===== src/rtl/div_result_bcd_pkg.sv =====
// -----------------------------------------------------------------------------
// div_result_bcd_pkg
// Shared definitions for the divider result BCD stage:
//   - state_t    : conversion FSM encoding (IDLE/CONV_Q/CONV_R/HOLD)
//   - BCD_BLANK  : display blank code used for suppressed leading zeros
//   - DEF_*      : default widths (5-bit quotient, 4-bit remainder, 2+2 digits)
//   - add3()     : double-dabble digit correction (d >= 5 ? d + 3 : d)
// -----------------------------------------------------------------------------
package div_result_bcd_pkg;

  typedef enum logic [1:0] {
    S_IDLE   = 2'd0,
    S_CONV_Q = 2'd1,
    S_CONV_R = 2'd2,
    S_HOLD   = 2'd3
  } state_t;

  localparam logic [3:0] BCD_BLANK = 4'hF;

  localparam int DEF_QW = 5;
  localparam int DEF_RW = 4;
  localparam int DEF_QD = 2;
  localparam int DEF_RD = 2;

  // A digit >= 5 would become >= 10 after the following left shift, so it is
  // pre-corrected by 3. Digits never exceed 9, so the result fits in 4 bits.
  function automatic logic [3:0] add3(input logic [3:0] d);
    return (d >= 4'd5) ? (d + 4'd3) : d;
  endfunction

endpackage


===== src/rtl/div_result_bcd_if.sv =====
// -----------------------------------------------------------------------------
// div_result_bcd_if
// Bundles the divider-facing capture inputs and the readout-facing result
// handshake of div_result_bcd.
//   done_in : divider Done level; a rising edge means quo/rem are ready
//   quo     : quotient  [QW-1:0], stable while done_in is high
//   rem     : remainder [RW-1:0], stable while done_in is high
//   ack     : consumer accepts the result when valid & ack at a clock edge
//   valid   : q_bcd/r_bcd hold a complete result
//   q_bcd   : packed BCD quotient  [4*QD-1:0], MS digit high
//   r_bcd   : packed BCD remainder [4*RD-1:0], MS digit high
//   busy    : conversion in progress
//   ovr     : sticky, a Done edge arrived while the stage was not idle
//   state   : conversion FSM state (debug visibility)
// Modports: master = divider + consumer side, slave = the BCD stage.
// -----------------------------------------------------------------------------
interface div_result_bcd_if #(
  parameter int QW = div_result_bcd_pkg::DEF_QW,
  parameter int RW = div_result_bcd_pkg::DEF_RW,
  parameter int QD = div_result_bcd_pkg::DEF_QD,
  parameter int RD = div_result_bcd_pkg::DEF_RD
);

  logic                        done_in;
  logic [QW-1:0]               quo;
  logic [RW-1:0]               rem;
  logic                        ack;
  logic                        valid;
  logic [4*QD-1:0]             q_bcd;
  logic [4*RD-1:0]             r_bcd;
  logic                        busy;
  logic                        ovr;
  div_result_bcd_pkg::state_t  state;

  modport master (
    output done_in, quo, rem, ack,
    input  valid, q_bcd, r_bcd, busy, ovr, state
  );

  modport slave (
    input  done_in, quo, rem, ack,
    output valid, q_bcd, r_bcd, busy, ovr, state
  );

endinterface


===== src/rtl/div_result_bcd_add3.sv =====
// -----------------------------------------------------------------------------
// div_result_bcd_add3
// Combinational double-dabble correction for one BCD digit.
//   d_in  : accumulator digit (0..9)
//   d_out : d_in >= 5 ? d_in + 3 : d_in
// -----------------------------------------------------------------------------
module div_result_bcd_add3
  import div_result_bcd_pkg::*;
(
  input  logic [3:0] d_in,
  output logic [3:0] d_out
);

  assign d_out = add3(d_in);

endmodule


===== src/rtl/div_result_bcd.sv =====
// -----------------------------------------------------------------------------
// div_result_bcd
// Downstream stage of the 5-bit restoring divider. Captures quotient and
// remainder on the rising edge of the divider's Done level, converts each to
// packed BCD with a sequential shift-add-3 engine (one bit per clock, quotient
// first, then remainder), and holds the result for the readout stage.
//
// Ports:
//   clk   : rising-edge clock, shared with the divider
//   rst_n : synchronous active-low reset; wins over every other event
//   bus   : div_result_bcd_if.slave (done_in/quo/rem/ack in;
//           valid/q_bcd/r_bcd/busy/ovr/state out)
//
// Handshake: valid is high exactly while the FSM is in HOLD; a result is
// accepted at a clock edge where valid & ack are both high, and the stage is
// idle from the next cycle. ack while valid is low has no effect. A Done rise
// is only accepted in IDLE; any other rise (including one on the accepting
// edge) sets the sticky ovr flag and is dropped. The next accepted capture
// clears ovr.
//
// Timing: with the Done rise sampled at edge 1, valid is first high after
// edge QW+RW+1 (10 with default widths).
//
// Build option: define DIV_BCD_ZERO_BLANK_EN to output leading zero digits of
// q_bcd/r_bcd as the blank code 4'hF (the least significant digit is never
// blanked). Without it all digits are output as computed.
// -----------------------------------------------------------------------------
module div_result_bcd
  import div_result_bcd_pkg::*;
#(
  parameter int QW = DEF_QW,
  parameter int RW = DEF_RW,
  parameter int QD = DEF_QD,
  parameter int RD = DEF_RD
) (
  input  logic           clk,
  input  logic           rst_n,
  div_result_bcd_if.slave bus
);

  // One accumulator sized for the wider of the two conversions is reused.
  localparam int ND = (QD > RD) ? QD : RD;
  localparam int AW = 4 * ND;
  localparam int SW = (QW > RW) ? QW : RW;
  localparam int CW = (SW > 1) ? $clog2(SW) : 1;

  state_t          state;
  state_t          state_nxt;
  logic            done_d;
  logic            rise;
  logic [QW-1:0]   q_sr;
  logic [RW-1:0]   r_sr;
  logic [CW-1:0]   cnt;
  logic [AW-1:0]   acc;
  logic [AW-1:0]   adj;
  logic [AW-1:0]   acc_next;
  logic            bit_in;
  logic [4*QD-1:0] q_tmp;
  logic [4*QD-1:0] q_fmt;
  logic [4*RD-1:0] r_fmt;
  logic [4*QD-1:0] q_bcd_r;
  logic [4*RD-1:0] r_bcd_r;
  logic            ovr_r;
  logic            unused_bits;

  assign rise = bus.done_in & ~done_d;

  // ---------------------------------------------------------------------------
  // Double-dabble datapath: correct every digit, then shift in the next bit.
  // The corrected MS bit is shifted out; it is always 0 for legal widths.
  // ---------------------------------------------------------------------------
  for (genvar i = 0; i < ND; i++) begin : g_dig
    div_result_bcd_add3 u_add3 (
      .d_in  (acc[4*i +: 4]),
      .d_out (adj[4*i +: 4])
    );
  end

  assign bit_in      = (state == S_CONV_Q) ? q_sr[QW-1] : r_sr[RW-1];
  assign acc_next    = {adj[AW-2:0], bit_in};
  assign unused_bits = ^{adj[AW-1], acc_next};

  // ---------------------------------------------------------------------------
  // Output digit formatting, applied once when the result is registered so the
  // reset value of q_bcd/r_bcd stays all-zero in both builds.
  // ---------------------------------------------------------------------------
  always_comb begin
    q_fmt = q_tmp;
`ifdef DIV_BCD_ZERO_BLANK_EN
    begin : q_blank
      logic q_lead;
      q_lead = 1'b1;
      for (int i = QD - 1; i > 0; i--) begin
        if (q_lead && (q_tmp[4*i +: 4] == 4'd0)) begin
          q_fmt[4*i +: 4] = BCD_BLANK;
        end else begin
          q_lead = 1'b0;
        end
      end
    end
`endif
  end

  always_comb begin
    r_fmt = acc_next[4*RD-1:0];
`ifdef DIV_BCD_ZERO_BLANK_EN
    begin : r_blank
      logic r_lead;
      r_lead = 1'b1;
      for (int i = RD - 1; i > 0; i--) begin
        if (r_lead && (acc_next[4*i +: 4] == 4'd0)) begin
          r_fmt[4*i +: 4] = BCD_BLANK;
        end else begin
          r_lead = 1'b0;
        end
      end
    end
`endif
  end

  // ---------------------------------------------------------------------------
  // FSM: state register
  // ---------------------------------------------------------------------------
  always_ff @(posedge clk) begin
    if (!rst_n) begin
      state <= S_IDLE;
    end else begin
      state <= state_nxt;
    end
  end

  // ---------------------------------------------------------------------------
  // FSM: next state
  // ---------------------------------------------------------------------------
  always_comb begin
    state_nxt = state;
    case (state)
      S_IDLE:   if (rise)        state_nxt = S_CONV_Q;
      S_CONV_Q: if (cnt == '0)   state_nxt = S_CONV_R;
      S_CONV_R: if (cnt == '0)   state_nxt = S_HOLD;
      S_HOLD:   if (bus.ack)     state_nxt = S_IDLE;
      default:                   state_nxt = S_IDLE;
    endcase
  end

  // ---------------------------------------------------------------------------
  // FSM: outputs
  // ---------------------------------------------------------------------------
  always_comb begin
    bus.valid = (state == S_HOLD);
    bus.busy  = (state == S_CONV_Q) || (state == S_CONV_R);
    bus.state = state;
  end

  assign bus.q_bcd = q_bcd_r;
  assign bus.r_bcd = r_bcd_r;
  assign bus.ovr   = ovr_r;

  // ---------------------------------------------------------------------------
  // Datapath registers
  // ---------------------------------------------------------------------------
  always_ff @(posedge clk) begin
    if (!rst_n) begin
      done_d  <= 1'b0;
      q_sr    <= '0;
      r_sr    <= '0;
      cnt     <= '0;
      acc     <= '0;
      q_tmp   <= '0;
      q_bcd_r <= '0;
      r_bcd_r <= '0;
      ovr_r   <= 1'b0;
    end else begin
      done_d <= bus.done_in;

      case (state)
        S_IDLE: begin
          if (rise) begin
            q_sr  <= bus.quo;
            r_sr  <= bus.rem;
            acc   <= '0;
            ovr_r <= 1'b0;
            cnt   <= CW'(QW - 1);
          end
        end
        S_CONV_Q: begin
          acc  <= acc_next;
          q_sr <= q_sr << 1;
          cnt  <= cnt - 1'b1;
          if (cnt == '0) begin
            // Park the quotient digits so the accumulator can be reused.
            q_tmp <= acc_next[4*QD-1:0];
            acc   <= '0;
            cnt   <= CW'(RW - 1);
          end
        end
        S_CONV_R: begin
          acc  <= acc_next;
          r_sr <= r_sr << 1;
          cnt  <= cnt - 1'b1;
          if (cnt == '0) begin
            // Outputs change only here, so a previous result stays visible
            // for the whole conversion.
            q_bcd_r <= q_fmt;
            r_bcd_r <= r_fmt;
          end
        end
        default: ;
      endcase

      // A rise outside IDLE is dropped; the in-flight result is untouched.
      if (rise && (state != S_IDLE)) begin
        ovr_r <= 1'b1;
      end
    end
  end

endmodule


===== src/flat_wrapper.sv =====
// flat-port wrapper written by rule: the top's interface ports become plain ports
module div_result_bcd_flat import div_result_bcd_pkg::*;
#(
  parameter int QW = DEF_QW,
  parameter int RW = DEF_RW,
  parameter int QD = DEF_QD,
  parameter int RD = DEF_RD
)
  (clk, rst_n, bus_done_in, bus_quo, bus_rem, bus_ack, bus_valid, bus_q_bcd, bus_r_bcd, bus_busy, bus_ovr, bus_state);
  div_result_bcd_if #(.QW(QW), .RW(RW), .QD(QD), .RD(RD)) bus_i ();
  input  logic clk;
  input  logic rst_n;
  input wire logic [$bits(bus_i.done_in)-1:0] bus_done_in;
  input wire logic [$bits(bus_i.quo)-1:0] bus_quo;
  input wire logic [$bits(bus_i.rem)-1:0] bus_rem;
  input wire logic [$bits(bus_i.ack)-1:0] bus_ack;
  output wire logic [$bits(bus_i.valid)-1:0] bus_valid;
  output wire logic [$bits(bus_i.q_bcd)-1:0] bus_q_bcd;
  output wire logic [$bits(bus_i.r_bcd)-1:0] bus_r_bcd;
  output wire logic [$bits(bus_i.busy)-1:0] bus_busy;
  output wire logic [$bits(bus_i.ovr)-1:0] bus_ovr;
  output wire logic [$bits(bus_i.state)-1:0] bus_state;
  assign bus_i.done_in = bus_done_in;
  assign bus_i.quo = bus_quo;
  assign bus_i.rem = bus_rem;
  assign bus_i.ack = bus_ack;
  assign bus_valid = bus_i.valid;
  assign bus_q_bcd = bus_i.q_bcd;
  assign bus_r_bcd = bus_i.r_bcd;
  assign bus_busy = bus_i.busy;
  assign bus_ovr = bus_i.ovr;
  assign bus_state = bus_i.state;
  div_result_bcd #(.QW(QW), .RW(RW), .QD(QD), .RD(RD)) u_core (.clk(clk), .rst_n(rst_n), .bus(bus_i));
endmodule

===== config.mk =====
export PLATFORM = sky130hd
export DESIGN_NAME = div_result_bcd_flat
export DESIGN_NICKNAME = d
export VERILOG_FILES = /design/src/rtl/div_result_bcd_pkg.sv /design/src/rtl/div_result_bcd_if.sv /design/src/rtl/div_result_bcd_add3.sv /design/src/rtl/div_result_bcd.sv /design/src/flat_wrapper.sv
export SDC_FILE = /design/constraint.sdc
export NUM_CORES = 1
export LEC_CHECK = 0
export CORE_ASPECT_RATIO = 1.4
export CORE_MARGIN = 2
export CORE_UTILIZATION = 45
export CTS_BUF_LIST = sky130_fd_sc_hd__clkbuf_2 sky130_fd_sc_hd__clkbuf_4 sky130_fd_sc_hd__clkbuf_8
export CTS_CLUSTER_DIAMETER = 50
export DETAILED_ROUTE_END_ITERATION = 10
export PLACE_DENSITY = 0.76
export SYNTH_ARGS = -nofsm -noshare
export SYNTH_HDL_FRONTEND = slang
export SYNTH_SLANG_ARGS = --single-unit

===== constraint.sdc =====
create_clock -name clk -period 1.8 [get_ports clk]
set_clock_uncertainty 0.1 [all_clocks]
set_input_delay 0.36 -clock clk [delete_from_list [all_inputs] [get_ports clk]]
set_output_delay 0.36 -clock clk [all_outputs]
set_load 0.005 [all_outputs]

* Yosys cells after proc, flatten, opt, wreduce, memory -nomap -nowiden
Cells that the tools add are included.
** Word-level totals
- Register bits after elaboration :: 48
- Input port bits :: 13
- Output and inout port bits :: 21
- Logic and storage cells :: 62
** Cells by class
- $add $sub $neg :: 3
- Order comparisons :: 2
- Eq/ne operators :: 7
- Mux-type cells :: 21
- Bitwise gates (word level) :: 2
- Reduce and logical (&&, ||, !) cells :: 17
** Operator list (number)
- 8-bit one-hot mux with 3 select lines :: 1
- 8-bit two-way mux :: 2
- 2-bit AND reduction :: 6
- 5-bit one-hot mux with 2 select lines :: 1
- 2-bit nonzero test :: 5
- 3-bit two-way mux :: 3
- 3-bit one-hot mux with 3 select lines :: 1
- 4-bit by 3-bit >= comparator with 1-bit output (second input constant) :: 2
- 2-bit two-way mux :: 4
- 4-bit two-way mux :: 2
- 2-bit one-hot mux with 4 select lines :: 1
- 4-bit one-hot mux with 2 select lines :: 1
- 2-bit by 1-bit != test with 1-bit output (second input constant) :: 3
- 5-bit two-way mux :: 1
- 4-bit by 2-bit adder with 4-bit output (second input constant) :: 1
- 2-bit == test (second input constant) :: 2
- 1-bit two-way mux :: 4
- 4-bit AND reduction :: 1
- 3-bit by 2-bit adder with 3-bit output (second input constant) :: 1
- 3-bit zero test :: 1
- 3-bit nonzero test :: 1
- 3-bit by 1-bit subtractor with 3-bit output (second input constant) :: 1
- 2-bit by 1-bit == test with 1-bit output (second input constant) :: 1
- 2-bit zero test :: 1
- 5 further kinds :: 5

* Longest topological paths before layout
- Depth in word-level cells :: 5
- Depth in mapped cells :: 8
- Gate-level depth less buffers :: 6

* Hierarchy
A second synthesis with hierarchy kept.
** Second synthesis, totals
- Cells, all modules :: 251
- Area, all modules :: 2274.7 µm²
** Modules (own cells, without submodules)
- div_result_bcd :: instances 1, cells each 219, area each 2072.0 µm²
- div_result_bcd_add3 :: instances 2, cells each 16, area each 101.3 µm²

* Worst setup path before layout
No wires, ideal clock.
- Kind :: register to register
- Start point :: register u_core.state[0] (netlist: u_core.bus.state[0])
- End point :: register u_core.state[0] (netlist: u_core.bus.state[0])
- Setup time :: 0.115 ns
- Arrival time :: 1.391 ns
- Setup slack :: 0.195 ns
- Stages on the path, launching flop included :: 8
- Buffers on the path :: 1
- Clock period less this slack :: 1.605 ns
- Cell sequence :: dfxtp_1 > inv_1 > ha_1 > buf_4 > nor2_1 > o22ai_1 > o31a_1 > o21a_1
** Between the ends
- Word-level cells in the longest chain between the ends :: 3
- Elaborated cells on any way between the ends :: 10
** RTL lines
- start: declaration :: RTL line div_result_bcd.sv:47 : state_t state;
- start signal: assignment :: RTL line div_result_bcd.sv:128 : state <= state_nxt;
- 2-bit by 1-bit == test with 1-bit output, or another cell as far along :: RTL line div_result_bcd.sv:137 : case (state)
- 2-bit by 1-bit != test with 1-bit output (no source line) / 2-bit != test (equally long branches)
- 4-bit AND reduction (no source line)
Several ways; a longest one is shown, not always the timed one.
A chain may end at the register's enable or synchronous reset.

* Worst setup path after layout
- Start point :: register u_core.acc[4]
- End point :: register u_core.acc[6]
** Between the ends
- Word-level cells in the longest chain between the ends :: 4
- Elaborated cells on any way between the ends :: 5
** RTL lines
- start: declaration :: RTL line div_result_bcd.sv:54 : logic [AW-1:0] acc;
- start signal: assignment :: RTL line div_result_bcd.sv:187 : acc <= acc_next;
- start signal: assignment :: RTL line div_result_bcd.sv:198 : acc <= acc_next;
- 4-bit by 3-bit >= comparator with 1-bit output / 3-bit by 2-bit adder with 3-bit output (equally long branches) :: RTL line div_result_bcd_pkg.sv:28 : return (d >= 4'd5) ? (d + 4'd3) : d;
- 3-bit two-way mux * :: RTL line div_result_bcd_pkg.sv:28
- 8-bit two-way mux :: RTL line div_result_bcd.sv:190 : if (cnt == '0) begin
- 8-bit one-hot mux with 3 select lines * :: RTL line div_result_bcd.sv:176 : case (state)
Mark *: on every way between the ends. The rest lies on a longest branch, timed or not.

==> impl_metrics.env <==
export IMPL_status="finished clean"
export IMPL_ios=34
export IMPL_p_comb_frac=0.419
export IMPL_grt_setup_unrepaired="no"
export IMPL_die_h_um=87.1
export IMPL_startpoint_type="flip-flop"
export IMPL_antenna_found_initial=0
export IMPL_via_count=1856
export IMPL_met2RoutedLength_mm=2.38
export IMPL_grt_pass1_vias=1737
export IMPL_clockBufferDepth=2
export IMPL_grt_pass1_wl_mm=7.87
export IMPL_grt_overflow=0
export IMPL_worst_r2r_cell_count=6
export IMPL_setup_ws_ps=82.4
export IMPL_worst_skew_pair_late_latency_ps=290
export IMPL_cts_root_buf="clkbuf_8"
export IMPL_fillers=458
export IMPL_grt_use_total=0.178
export IMPL_netlist_top_cell_by_area="dfxtp_1"
export IMPL_setup_viol=0
export IMPL_seq_area_um2=966
export IMPL_dieArea_um2=5510
export IMPL_crit_family="compound AO/OA/AOI/OAI gates"
export IMPL_p_sw_frac=0.346
export IMPL_critPathBufInv=1
export IMPL_met1_length_mm=1.96
export IMPL_multiInputGateArea_um2=1130
export IMPL_syn_inst=249
export IMPL_synth_area_leaders="dfxtp_1 43%, ha_1 6.2%, nand2_1 5.9%, a211oi_1 4.7%, a21oi_1 4.7%"
export IMPL_die_w_um=63.3
export IMPL_wl_mm=4.57
export IMPL_ys_warn_count=0
export IMPL_wl_met3_um=160
export IMPL_slowest_stage="mux2_2"
export IMPL_worstSetupEndpoint="u_core.acc[6]"
export IMPL_place_hpwl_mm=3.35
export IMPL_clkPwrFrac=0.211
export IMPL_worstReg2RegStart="u_core.acc[4]"
export IMPL_endpoint_kind="flip-flop"
export IMPL_syn_to_final_growth_pct=27.4
export IMPL_grt_max_degree=20
export IMPL_critical_path_required_ps=1920
export IMPL_cp_startpoint="u_core.acc[4]"
export IMPL_powerDensity_nw_per_um2=1300
export IMPL_drt_first_pass_iters=4
export IMPL_internal_power_uw=2410
export IMPL_min_period_over_period=0.954
export IMPL_io_buffers=33
export IMPL_diodes=0
export IMPL_clk_pin_slew_ps=80
export IMPL_highest_layer="met4"
export IMPL_p_seq_frac=0.370
export IMPL_rows=30
export IMPL_syn_area_um2=2220
export IMPL_p_switching_uw=1270
export IMPL_critical_path_arrival_ps=1840
export IMPL_drv_slew=0
export IMPL_syn_avg_cell_area_um2=8.90
export IMPL_slew_headroom=0.750
export IMPL_drv_cap=0
export IMPL_min_path_type="flip-flop to flip-flop"
export IMPL_vias_per_cell=5.17
export IMPL_ys_seq_area_frac=0.433
export IMPL_path_depth=6
export IMPL_drt_iter0_drc=79
export IMPL_cts_sinks=48
export IMPL_timing_rr_end="u_core.acc[6]"
export IMPL_place_area_um2=2670
export IMPL_hold_viol=0
export IMPL_critPathMaxStageDelay_ps=400
export IMPL_routedWlPerCell_um=12.7
export IMPL_gp_congestion=0.787
export IMPL_cts_tree="yes"
export IMPL_core_um2=4800
export IMPL_rrSetupSlack_ps=80
export IMPL_ir_worst_vdd_mv=1.08
export IMPL_path_class="flip-flop to flip-flop"
export IMPL_path_cells="inv_1, ha_2, nand2b_1, a21oi_1, mux2_2, o22ai_1"
export IMPL_initial_core_util=0.461
export IMPL_period_needed_ps=1720
export IMPL_layout_nets=318
export IMPL_htreeDepth=2
export IMPL_worstMarginPinSlew_ps=372
export IMPL_ys_ff_latch=48
export IMPL_setup_tns_ps=0
export IMPL_drc=0
export IMPL_drive_above_1_share=0.163
export IMPL_critPathMaxFanout=4
export IMPL_ant_nets=0
export IMPL_ys_types=35
export IMPL_synth_nets=273
export IMPL_yosys_area_top_type_share=0.433
export IMPL_fmax_ghz=0.582
export IMPL_p_leak_uw=0.00102
export IMPL_finalInstanceArea_um2=2820
export IMPL_cts_buffers=5
export IMPL_dp_slack_ps=-100
synthesized netlist by cell type:
| master | instances |
|---|---|
| a21oi_4 | 3 |
| nand3b_1 | 2 |
| nor2_1 | 15 |
| inv_1 | 14 |
| nand4_1 | 1 |
| and3b_1 | 1 |
| o21ai_1 | 1 |
| nor3b_1 | 3 |
| buf_1 | 2 |
| o31ai_1 | 1 |
| a21oi_1 | 21 |
| o32ai_2 | 1 |
| nand2b_1 | 5 |
| dfxtp_1 | 48 |
| xnor2_1 | 2 |
| inv_2 | 1 |
| nor2b_4 | 1 |
| nand3_1 | 9 |
| ha_1 | 11 |
| o21ai_0 | 16 |
| buf_6 | 4 |
| o22ai_1 | 5 |
| nand2_2 | 1 |
| nand2_1 | 35 |
| mux2i_1 | 8 |
| o21a_1 | 2 |
| buf_4 | 3 |
| a211oi_1 | 14 |
| o31a_1 | 2 |
| a21o_1 | 1 |
| and2_1 | 5 |
| o32ai_1 | 3 |
| buf_2 | 3 |
| clkbuf_1 | 2 |
| mux2_2 | 3 |
per-stage QoR:
stage	hold WS, ps	utilization	power [uW]	instances
2_1_floorplan	329	-	2410	249
3_3_place_gp	339	0.556	2840	349
3_5_place_dp	345	0.556	2870	349
4_1_cts	357	0.583	3670	359
5_1_grt	378	0.588	3930	359
6_report	354	0.588	3680	359
kinds of logic after synthesis:
| family | synth area share |
|---|---|
| fa+ha+maj | 0.0621 |
| simple gates | 0.166 |
| xor+xnor | 0.00790 |
| buf+inv | 0.0694 |
| flops | 0.433 |
| compound gates | 0.210 |
| mux | 0.0514 |
area by class of cell:
class,count,area share
sequential,48,0.342
multi-input combinational,172,0.400
clock buffer,6,0.0270
clock inverter,2,0.0124
tap,64,0.0284
timing repair buffer,52,0.171
inverter,15,0.0199
worst min-delay path: stages, from the launching register on:
cell     delay, ps
dfxtp_1        320
nand2_1         50
a21oi_1         50
power groups by stage:
stage	registers, uW	logic [uW]	clock network (uW)
after floorplan	1370	1040	0
after global placement	1380	1460	0
after detailed placement	1390	1490	0
after CTS	1360	1520	789
after global routing	1380	1710	840
final	1360	1540	777
cell usage in the layout, fill, tap and decap left out, types with 7 or more instances in the layout:
cell and count:
buf_4 18, ha_1 7, dfxtp_1 46, clkdlybuf4s50_1 30, o21ai_0 15, nand2_1 35
a211oi_1 14, a21oi_1 19, inv_1 14, nand3_1 8, mux2i_1 8, nor2_1 14
layer usage:
metal | up-vias | track usage
li1 | 946 | -
met1 | 865 | 0.205
met2 | 37 | 0.323
met3 | 8 | 0.0336
met4 | 0 | 0.0692
met5 | - | 0
sequential cells by signal, indices dropped and copies added (netlist names):
register          cells
u_core.bus.state      2
u_core.bus.ovr        1
u_core.q_sr           5
u_core.bus.r_bcd      8
u_core.r_sr           4
u_core.bus.q_bcd      8
u_core.acc            8
u_core.done_d         1
u_core.q_fmt          8
u_core.cnt            3
worst min-delay path by stage:
| stage | from | end | slack, ps | depth (start not counted) |
|---|---|---|---|---|
| floorplan | u_core.q_fmt[4] | u_core.bus.q_bcd[4] | 330 | 2 |
| global placement | u_core.q_fmt[5] | u_core.bus.q_bcd[5] | 340 | 2 |
| detailed placement | u_core.q_fmt[5] | u_core.bus.q_bcd[5] | 350 | 2 |
| CTS | u_core.q_fmt[5] | u_core.bus.q_bcd[5] | 360 | 2 |
| global route | u_core.q_fmt[5] | u_core.bus.q_bcd[5] | 380 | 2 |
| finish | u_core.q_fmt[3] | u_core.bus.q_bcd[3] | 350 | 2 |
what timing repair did:
action / 4_1_cts / 5_1_grt
buffers inserted: 2 / 0
endpoints found under the setup margin: 2 / 18
gates resized for setup: 8 / 8
hold buffers: 0 / 0
No activity file was read; power rests on OpenSTA's default activity.
